## src/rtl/ps2_pkg.sv

```systemverilog
// Shared types, constants and frame helpers for the PS/2 host transmitter.
package ps2_pkg;

    typedef enum logic [2:0] {
        IDLE,
        INHIBIT,
        SHIFT,
        ACK,
        WAIT_IDLE
    } ps2_state_t;

    localparam logic [7:0] CMD_LED    = 8'hED;
    localparam logic [7:0] CMD_RESET  = 8'hFF;
    localparam logic [7:0] CMD_ENABLE = 8'hF4;
    localparam logic [7:0] ACK_BYTE   = 8'hFA;

    function automatic logic odd_parity(input logic [7:0] d);
        return ~^d;
    endfunction

    // {stop, parity, data}, shifted out LSB first after the start bit
    function automatic logic [9:0] tx_frame(input logic [7:0] d);
        return {1'b1, odd_parity(d), d};
    endfunction

endpackage

```

## src/rtl/ps2_host_tx_if.sv

```systemverilog
// Command handshake between a requester and the PS/2 host transmitter.
interface ps2_host_tx_if;

    logic       tx_start;
    logic [7:0] tx_data;
    logic       busy;
    logic       tx_done;
    logic       tx_err;

    modport master (
        output tx_start,
        output tx_data,
        input  busy,
        input  tx_done,
        input  tx_err
    );

    modport slave (
        input  tx_start,
        input  tx_data,
        output busy,
        output tx_done,
        output tx_err
    );

endinterface

```

## src/rtl/ps2_line_filter.sv

```systemverilog
// Pad synchroniser plus run-length glitch filter with a falling-edge strobe.
module ps2_line_filter #(
    parameter int FILT_DIV = 4,
    parameter int FILT_LEN = 8
) (
    input  logic clk,
    input  logic clr,
    input  logic raw,
    output logic filt,
    output logic fall
);

    localparam int DW = (FILT_DIV > 1) ? $clog2(FILT_DIV) : 1;
    localparam int LW = $clog2(FILT_LEN + 1);
    localparam logic [DW-1:0] DIV_M1 = DW'(FILT_DIV - 1);
    localparam logic [LW-1:0] LEN_M1 = LW'(FILT_LEN - 1);

    logic [1:0]    sync;
    logic [DW-1:0] div;
    logic [LW-1:0] run;
    logic          filt_q;
    logic          tick;

    assign tick = (div == DIV_M1);
    assign fall = filt_q & ~filt;

    always_ff @(posedge clk) begin
        if (!clr) begin
            sync   <= 2'b11;
            div    <= '0;
            run    <= '0;
            filt   <= 1'b1;
            filt_q <= 1'b1;
        end else begin
            sync   <= {sync[0], raw};
            filt_q <= filt;
            div    <= tick ? '0 : div + 1'b1;
            // run counts consecutive samples that disagree with filt
            if (tick) begin
                if (sync[1] == filt) begin
                    run <= '0;
                end else if (run == LEN_M1) begin
                    filt <= sync[1];
                    run  <= '0;
                end else begin
                    run <= run + 1'b1;
                end
            end
        end
    end

endmodule

```

## src/rtl/ps2_host_tx.sv

```systemverilog
// PS/2 host-to-device transmitter: inhibit, start, data, parity, stop, ACK.
// Owns the open-drain PS2C/PS2D lines only while busy.
module ps2_host_tx
    import ps2_pkg::*;
#(
    parameter int INHIBIT_CYC = 12000,
    parameter int TIMEOUT_CYC = 2000000,
    parameter int FILT_DIV    = 4,
    parameter int FILT_LEN    = 8
) (
    input  logic         clk,
    input  logic         clr,
    ps2_host_tx_if.slave host,
    input  logic         ps2c_in,
    input  logic         ps2d_in,
    output logic         ps2c_oe,
    output logic         ps2d_oe
);

    localparam int MAXC = (INHIBIT_CYC > TIMEOUT_CYC) ? INHIBIT_CYC : TIMEOUT_CYC;
    localparam int CW   = $clog2(MAXC + 1);
    localparam logic [CW-1:0] INH_M2 = CW'(INHIBIT_CYC - 2);
    localparam logic [CW-1:0] INH_M1 = CW'(INHIBIT_CYC - 1);
    localparam logic [CW-1:0] TO_M1  = CW'(TIMEOUT_CYC - 1);

    ps2_state_t    state, state_n;
    logic [CW-1:0] cnt, cnt_n;
    logic [3:0]    bitcnt, bitcnt_n;
    logic [9:0]    frame, frame_n;
    logic          c_oe_n, d_oe_n, busy_n, done_n, err_n;
    logic          c_filt, d_filt, fall_c, unused_d_fall;
    logic          wd_on;

    ps2_line_filter #(.FILT_DIV(FILT_DIV), .FILT_LEN(FILT_LEN)) u_filt_c (
        .clk  (clk),
        .clr  (clr),
        .raw  (ps2c_in),
        .filt (c_filt),
        .fall (fall_c)
    );

    ps2_line_filter #(.FILT_DIV(FILT_DIV), .FILT_LEN(FILT_LEN)) u_filt_d (
        .clk  (clk),
        .clr  (clr),
        .raw  (ps2d_in),
        .filt (d_filt),
        .fall (unused_d_fall)
    );

    assign wd_on = (state == SHIFT) || (state == ACK) || (state == WAIT_IDLE);

    always_comb begin
        state_n  = state;
        cnt_n    = cnt;
        bitcnt_n = bitcnt;
        frame_n  = frame;
        d_oe_n   = ps2d_oe;
        done_n   = 1'b0;
        err_n    = 1'b0;
        unique case (state)
            IDLE: begin
                d_oe_n = 1'b0;
                if (host.tx_start) begin
                    frame_n = tx_frame(host.tx_data);
                    cnt_n   = '0;
                    state_n = INHIBIT;
                end
            end
            INHIBIT: begin
                cnt_n = cnt + 1'b1;
                // start bit goes low one clk before the clock is released
                if (cnt == INH_M2) d_oe_n = 1'b1;
                if (cnt == INH_M1) begin
                    cnt_n    = '0;
                    bitcnt_n = '0;
                    state_n  = SHIFT;
                end
            end
            SHIFT: begin
                cnt_n = cnt + 1'b1;
                if (fall_c) begin
                    d_oe_n   = ~frame[bitcnt];
                    bitcnt_n = bitcnt + 1'b1;
                    if (bitcnt == 4'd9) state_n = ACK;
                end
            end
            ACK: begin
                cnt_n = cnt + 1'b1;
                if (fall_c) begin
                    if (d_filt) begin
                        err_n   = 1'b1;
                        state_n = IDLE;
                    end else begin
                        state_n = WAIT_IDLE;
                    end
                end
            end
            WAIT_IDLE: begin
                cnt_n = cnt + 1'b1;
                if (c_filt && d_filt) begin
                    done_n  = 1'b1;
                    state_n = IDLE;
                end
            end
            default: state_n = IDLE;
        endcase
        if (wd_on && (cnt == TO_M1)) begin
            done_n  = 1'b0;
            err_n   = 1'b1;
            state_n = IDLE;
        end
        if (state_n == IDLE) d_oe_n = 1'b0;
        c_oe_n = (state_n == INHIBIT);
        busy_n = (state_n != IDLE);
    end

    always_ff @(posedge clk) begin
        if (!clr) begin
            state        <= IDLE;
            cnt          <= '0;
            bitcnt       <= '0;
            frame        <= '0;
            ps2c_oe      <= 1'b0;
            ps2d_oe      <= 1'b0;
            host.busy    <= 1'b0;
            host.tx_done <= 1'b0;
            host.tx_err  <= 1'b0;
        end else begin
            state        <= state_n;
            cnt          <= cnt_n;
            bitcnt       <= bitcnt_n;
            frame        <= frame_n;
            ps2c_oe      <= c_oe_n;
            ps2d_oe      <= d_oe_n;
            host.busy    <= busy_n;
            host.tx_done <= done_n;
            host.tx_err  <= err_n;
        end
    end

endmodule

```

## src/flat_wrapper.sv

```systemverilog
// flat-port wrapper written by rule: the top's interface ports become plain ports
module ps2_host_tx_flat import ps2_pkg::*;
#(
    parameter int INHIBIT_CYC = 12000,
    parameter int TIMEOUT_CYC = 2000000,
    parameter int FILT_DIV    = 4,
    parameter int FILT_LEN    = 8
)
  (clk, clr, ps2c_in, ps2d_in, ps2c_oe, ps2d_oe, host_tx_start, host_tx_data, host_busy, host_tx_done, host_tx_err);
  ps2_host_tx_if host_i ();
  input  logic clk;
  input  logic clr;
  input  logic ps2c_in;
  input  logic ps2d_in;
  output logic ps2c_oe;
  output logic ps2d_oe;
  input wire logic [$bits(host_i.tx_start)-1:0] host_tx_start;
  input wire logic [$bits(host_i.tx_data)-1:0] host_tx_data;
  output wire logic [$bits(host_i.busy)-1:0] host_busy;
  output wire logic [$bits(host_i.tx_done)-1:0] host_tx_done;
  output wire logic [$bits(host_i.tx_err)-1:0] host_tx_err;
  assign host_i.tx_start = host_tx_start;
  assign host_i.tx_data = host_tx_data;
  assign host_busy = host_i.busy;
  assign host_tx_done = host_i.tx_done;
  assign host_tx_err = host_i.tx_err;
  ps2_host_tx #(.INHIBIT_CYC(INHIBIT_CYC), .TIMEOUT_CYC(TIMEOUT_CYC), .FILT_DIV(FILT_DIV), .FILT_LEN(FILT_LEN)) u_core (.clk(clk), .clr(clr), .host(host_i), .ps2c_in(ps2c_in), .ps2d_in(ps2d_in), .ps2c_oe(ps2c_oe), .ps2d_oe(ps2d_oe));
endmodule
```

## config.mk

```make
export PLATFORM = sky130hd
export DESIGN_NAME = ps2_host_tx_flat
export DESIGN_NICKNAME = d
export VERILOG_FILES = /design/src/rtl/ps2_pkg.sv /design/src/rtl/ps2_host_tx_if.sv /design/src/rtl/ps2_line_filter.sv /design/src/rtl/ps2_host_tx.sv /design/src/flat_wrapper.sv
export SDC_FILE = /design/constraint.sdc
export NUM_CORES = 1
export LEC_CHECK = 0
export CELL_PAD_IN_SITES_DETAIL_PLACEMENT = 1
export CELL_PAD_IN_SITES_GLOBAL_PLACEMENT = 1
export CORE_MARGIN = 10
export CORE_UTILIZATION = 41
export DETAILED_ROUTE_END_ITERATION = 6
export PLACE_DENSITY = 0.74
export SETUP_SLACK_MARGIN = 0.2
export SLEW_MARGIN = 20
export SYNTH_ARGS = -nofsm -noshare
export SYNTH_HDL_FRONTEND = slang
export SYNTH_SLANG_ARGS = --single-unit
```

## constraint.sdc

```tcl
create_clock -name clk -period 1.6 [get_ports clk]
set_input_delay 0.32 -clock clk [delete_from_list [all_inputs] [get_ports clk]]
set_output_delay 0.32 -clock clk [all_outputs]
set_load 0.01 [all_outputs]
```

==> impl_metrics.tcl, run 1 <==
set metrics [dict create \
    status "finished, violations left" \
    violations "negative setup slack" \
    vias_per_cell 5.274 \
    diodes 0 \
    io_pins 18 \
    first_pass_iters 4 \
    slew_headroom_pct 72.17 \
    grt_util_all_layers_pct 15.82 \
    grt_pass1_vias 2928 \
    clkSinkCount 62 \
    yosys-top-cells-count "dfxtp_1 (62), nor2_1 (39), nand2_1 (38)" \
    start_kind "register" \
    yosysTopAreaCell "dfxtp_1" \
    p_per_area_mw_per_mm2 879.0 \
    yosysWarnings 0 \
    syn-num-nets 361 \
    path_clk_slew_ps 80 \
    finalHoldViolCount 0 \
    arrival_ps 2040 \
    cp-end-kind "register" \
    first_iter_violations 130 \
    min_period_ps 1802 \
    syn-instance-count 340 \
    synth_most_common_cell "dfxtp_1" \
    die_y_um 105.0 \
    crit_end "u_core.cnt[9]" \
    dp.cells 492 \
    numCtsBuffers 9 \
    timing.rr.end "u_core.cnt[9]" \
    grt_overflow 0 \
    max_freq_mhz 555.0 \
    path_buf_inv 1 \
    crit_path_max_fanout 21 \
    synth_top_flop_cell "dfxtp_1" \
    final_cells 515 \
    ys_seq_area_share_pct 41.91 \
    cts_tree "built" \
    core_sq_mm 0.006907 \
    synth.area.top_cells "dfxtp_1 (42%), xnor2_1 (8.3%), nor2_1 (4.9%), nand2_1 (4.8%), a21oi_1 (3.4%)" \
    critical_path.top_delay_family "simple AND/OR/NAND/NOR gates" \
    cp_slowest_cell "or3_4" \
    fp.dieArea_sq_mm 0.01102 \
    avgSynthCellArea_sq_um 8.711 \
    initial_core_util_pct 42.88 \
    crit_required_ps 1840 \
    worstMarginPinSlew_ps 406.9 \
    wl_per_cell_um 16.96 \
    clk_latency_ps 350 \
    holdCritPathClass "register to register" \
    route.detailed.drc 0 \
    syn_area_sq_mm 0.002962 \
    worst_ir_drop_vdd_uv 502.1 \
    drive_gt1_share_pct 29.59 \
    worst-setup-path-type "register to register" \
    antenna_found_initial 0 \
    async_flop_share_pct 0 \
    holdPathStages 1 \
    rows 30 \
    area_growth_pct 36.88 \
    clock_path_buffers 2 \
    grt_first_pass_wirelength_mm 14.35 \
    worst_slack_ps -201.7 \
    synth-edff-count 0 \
    totalWireLength_mm 8.732 \
    rsz0062_at_grt "yes" \
    grt_max_degree 25 \
    r2r_cells 6 \
    r2r-start "u_core.cnt[19]" \
    synth_cell_type_count 53 \
    drv_slew 0 \
    worstSetupStartpoint "u_core.cnt[19]" \
    finalPower_w 0.003563 \
    path_cells "nor4_4 -> nand4_1 -> or3_4 -> o211ai_4 -> buf_12 -> nor2_1" \
    leakage_nw 1.521 \
    gp_congestion 0.8016 \
    final_net_count 435 \
    cts_root_buffer "clkbuf_8" \
    htree_levels 3 \
    utilization_pct 58.70 \
    reg2reg_slack_ps -200 \
    dpl.hpwl_mm 5.791 \
    drtAntennaViolNets 0 \
    synth_top_area_share_pct 41.91 \
    finalSetupViolCount 33 \
    clock_skew_ps 7.129 \
    die_x_um 105.0 \
    cts_hold_buf 0 \
    ys_ff_latch 62 \
    cap_violations 0 \
    cp.depth 6 \
    via_count 2716 \
    slowest_delay_ps 400 \
    placement.io_buffers 17 \
    period_share_pct 112.6 \
    pre_cts_ws_ps -357.0 \
]
-- final cells by class --
cell class                 count  area (sq um)
clock buffer                   9         123.9
multi-input combinational    252          1742
clock inverter                 7         103.9
timing repair buffer          79         673.1
inverter                      10         37.54
fill                         827          2853
sequential                    62          1254
tap                           96         120.1
-- worst register-to-register path, stage by stage (launching register included) --
cell      delay, ps
dfxtp_2         340
nor4_4          310
nand4_1         200
or3_4           400
o211ai_4        190
buf_12          190
nor2_1           70
-- worst min path at each step --
stage | slack [ps] | to | from
2_1_floorplan | 390 | u_core.u_filt_c.sync[1] | u_core.u_filt_c.sync[0]
3_3_place_gp | 400 | u_core.u_filt_c.sync[1] | u_core.u_filt_c.sync[0]
3_5_place_dp | 400 | u_core.u_filt_d.sync[1] | u_core.u_filt_d.sync[0]
4_1_cts | 420 | u_core.u_filt_d.sync[1] | u_core.u_filt_d.sync[0]
5_1_grt | 430 | u_core.u_filt_d.sync[1] | u_core.u_filt_d.sync[0]
6_report | 410 | u_core.u_filt_d.sync[1] | u_core.u_filt_d.sync[0]
-- layout by cell type (no fill, tap or decap), drive strengths merged, types with 5 or more instances in the layout --
cell	instances
nand2	38
nor2	39
o21ai	8
nand2b	8
a21oi	20
dfxtp	62
xnor2	28
ha	8
dlygate4sd2	5
nand3	18
nor4	10
nor3	10
nand4	8
inv	14
and3	5
buf	62
clkdlybuf4s50	12
clkbuf	9
-- flip-flops by register name, indices dropped and copies added (netlist names) --
signal and count:
u_core.u_filt_d.run 4, u_core.u_filt_c.sync 2, u_core.ps2c_oe 1, u_core.ps2d_oe 1, u_core.u_filt_c.run 4, u_core.host.tx_err 1, u_core.u_filt_d.filt 1, u_core.bitcnt 4
u_core.u_filt_d.div 2, u_core.u_filt_c.filt_q 1, u_core.state 3, u_core.host.tx_done 1, u_core.u_filt_d.sync 2, u_core.u_filt_c.div 2, u_core.frame 10, u_core.host.busy 1
u_core.u_filt_c.filt 1, u_core.cnt 21
-- per-stage QoR --
stage / hold slack [ps] / setup TNS (ps) / area [sq um]
floorplan: 386.3 / -419.4 / 2977
global placement: 401.4 / -5948 / 3608
detailed placement: 397.9 / -9094 / 3608
CTS: 419.2 / -5426 / 3970
global route: 427.7 / -7934 / 4054
finish: 413.9 / -5186 / 4054
-- per-layer routing --
layer | vias to the layer above | track usage, % | share of wire (%)
met3 | 9 | 4.054 | 4.5
met5 | - | 0 | 0
met1 | 1316 | 18.52 | 44
met2 | 48 | 26.69 | 51
met4 | 0 | 6.765 | 1.1
li1 | 1343 | - | -
-- kinds of logic (layout without fill, tap and decap cells) --
logic type                 after synthesis  after routing  synth area share (%)
AOI/OAI and AO/OA                       47             47                 10.73
DFF                                     62             62                 41.91
muxes                                    7              7                 2.873
adders and majority gates                8              8                 3.380
and+or+nand+nor                        158            158                 27.42
xor gates and xnor gates                32             32                 9.463
buffers and inverters                   26            105                 4.225
-- what timing repair did --
| action | 4_1_cts | 5_1_grt |
|---|---|---|
| resized for setup | 28 | 19 |
| pin swaps | 11 | 9 |
| setup buffers | 6 | 1 |
| endpoints found under the setup margin | 38 | 43 |
-- where the power goes --
part,switching (W),internal (W)
sequential,0.0000261,0.00159
clock,0.000696,0.000901
combinational,0.000177,0.000173
Note: power is estimated with default switching activity, not from simulation.
==> inputs of run 2 (changes only) <==
Settings changed: CORE_UTILIZATION 41 to 42, SYNTH_HIERARCHICAL set to 1.
==> impl_metrics.tcl, run 2 <==
set metrics [dict create \
    status "finished, violations left" \
    violations "negative setup slack" \
    drv_slew 0 \
    cts_tree "built" \
    final_cells 527 \
    diodes 0 \
    r2r_cells 7 \
    syn-num-nets 347 \
    first_iter_violations 133 \
    reg_top3 "u_core/cnt (21), u_core/frame (10)" \
    clkSinkCount 62 \
    numCtsBuffers 9 \
    totalWireLength_mm 10.85 \
    critical_path.top_delay_family "simple AND/OR/NAND/NOR gates" \
    start_kind "register" \
    syn-instance-count 326 \
    pwr-share-comb_pct 12.8 \
    path_buf_inv 2 \
    max_freq_mhz 524.3 \
    leakage_nw 1.760 \
    wl_per_cell_um 20.59 \
    pre_cts_ws_ps -496.3 \
    htree_levels 3 \
    yosysWarnings 6 \
    fp.dieArea_sq_mm 0.01128 \
    io_pins 18 \
    dpl.hpwl_mm 5.824 \
    wl_met3_um 396 \
    largest_reg_flops 21 \
    fin_hold_ws_ps 414.6 \
    antenna_found_initial 0 \
    netSwitchingPower_w 0.0009145 \
    final_common_cell "buf_4" \
    cts_root_buffer "clkbuf_8" \
    period_share_pct 119.2 \
    rsz0062_at_grt "yes" \
    holdCritPathClass "register to register" \
    met2_length_mm 5.722 \
    slew_headroom_pct 69.51 \
    sw_frac_of_total_pct 25.31 \
    min_period_ps 1907 \
    final_cell_mix "buf_4 (65), dfxtp_1 (45), nand2_1 (26)" \
    worst_ir_drop_vdd_uv 736.2 \
    cap_violations 0 \
    arrival_ps 2150 \
    clock_skew_ps 17.15 \
    worstMarginPinSlew_ps 455.9 \
    gp_congestion 0.8057 \
    drive_gt1_share_pct 41.59 \
    clock_path_buffers 2 \
    initial_core_util_pct 43.06 \
    largest-register "u_core/cnt" \
    die_x_um 106.2 \
    finalSetupViolCount 32 \
    grt_util_all_layers_pct 16.74 \
    tns_ps -7363 \
    worstSetupStartpoint "u_core/cnt[16]" \
    cp-end-kind "register" \
    slowest_delay_ps 580 \
    via_count 2896 \
    syn_area_sq_mm 0.003123 \
    path_clk_slew_ps 70 \
    p_seq_share_pct 44.7 \
    avgSynthCellArea_sq_um 9.580 \
    drtAntennaViolNets 0 \
    die_y_um 106.2 \
    intPower_w 0.002698 \
    crit_path_max_fanout 8 \
    finalPower_w 0.003613 \
    crit_required_ps 1840 \
    drt-met1-wl_mm 4.476 \
    r2r-start "u_core/cnt[16]" \
    grt_pass1_vias 3016 \
    worst_slack_ps -307.4 \
    core_sq_mm 0.007253 \
    first_pass_iters 4 \
    p_per_area_mw_per_mm2 791.1 \
    final_net_count 444 \
    clockPowerShare_pct 42.5 \
    grt_first_pass_wirelength_mm 15.35 \
    grt_overflow 0 \
    dp.cells 493 \
    reg2reg_slack_ps -310 \
    timing.rr.end "u_core/cnt[8]" \
    crit_end "u_core/cnt[8]" \
    vias_per_cell 5.495 \
    clk_latency_ps 350 \
    worst-setup-path-type "register to register" \
    path_cells "or4_4 -> nor2_4 -> a21boi_4 -> o41ai_4 -> buf_6 -> clkbuf_16 -> nor2_2" \
    area_growth_pct 46.23 \
    rows 31 \
    grt_max_degree 24 \
    cp.depth 7 \
    placement.io_buffers 17 \
    finalHoldViolCount 0 \
    route.detailed.drc 0 \
    cp_slowest_cell "or4_4" \
    top_layer_used "met4" \
]
==> run 2: stage by stage <==
step,util [%],cell area [sq um]
after floorplan,-,3124
after global placement,53.20,3859
after detailed placement,53.20,3859
after CTS,58.03,4209
after global routing,62.96,4567
final,62.96,4567
==> run 2: worst min-delay path by stage <==
stage | from | slack (ps) | endpoint | cells after the start
3_3_place_gp | u_core/u_filt_c/sync[0] | 400 | u_core/u_filt_c/sync[1] | 1
6_report | u_core/u_filt_c/sync[0] | 410 | u_core/u_filt_c/sync[1] | 1
4_1_cts | u_core/u_filt_c/sync[0] | 420 | u_core/u_filt_c/sync[1] | 1
2_1_floorplan | clr | 380 | u_core/u_filt_c/filt | 1
3_5_place_dp | u_core/u_filt_c/sync[0] | 410 | u_core/u_filt_c/sync[1] | 1
5_1_grt | u_core/u_filt_c/sync[0] | 450 | u_core/u_filt_c/sync[1] | 1
==> run 2: cell type report <==
class	count	area, sq um
Fill cell	803	2686
Multi-Input combinational cell	251	2085
Sequential cell	62	1275
Timing Repair Buffer	96	858.3
Clock buffer	10	127.6
Tap cell	99	123.9
Clock inverter	6	86.33
Inverter	3	11.26
==> run 2: repair_timing <==
item | 4_1_cts | 5_1_grt
gates resized for setup | 31 | 63
hold buffers | 0 | 0
setup buffers | 5 | 11
pin swaps | 7 | 18
setup endpoints to repair | 50 | 45
gates cloned | 0 | 2
==> run 2: metal layers <==
layer  GRT usage (%)  vias up
li1                -     1349
met2           29.55       75
met1           19.32     1442
met4           5.609        0
met5               0        -
met3           4.106       30
==> run 2: worst register-to-register path, cell delays in order (launching register included) <==
cell and delay (ps):
dfxtp_2 330, or4_4 580, nor2_4 140, a21boi_4 80, o41ai_4 250, buf_6 200
clkbuf_16 180, nor2_2 50
==> run 2: power groups by stage <==
stage / clock network, W / logic, W / registers (W)
after floorplan: 0 / 0.000189 / 0.00165
after global placement: 0 / 0.000343 / 0.00165
after detailed placement: 0 / 0.000353 / 0.00165
after CTS: 0.00157 / 0.000365 / 0.00162
after global routing: 0.00163 / 0.000501 / 0.00162
final: 0.00153 / 0.000464 / 0.00162
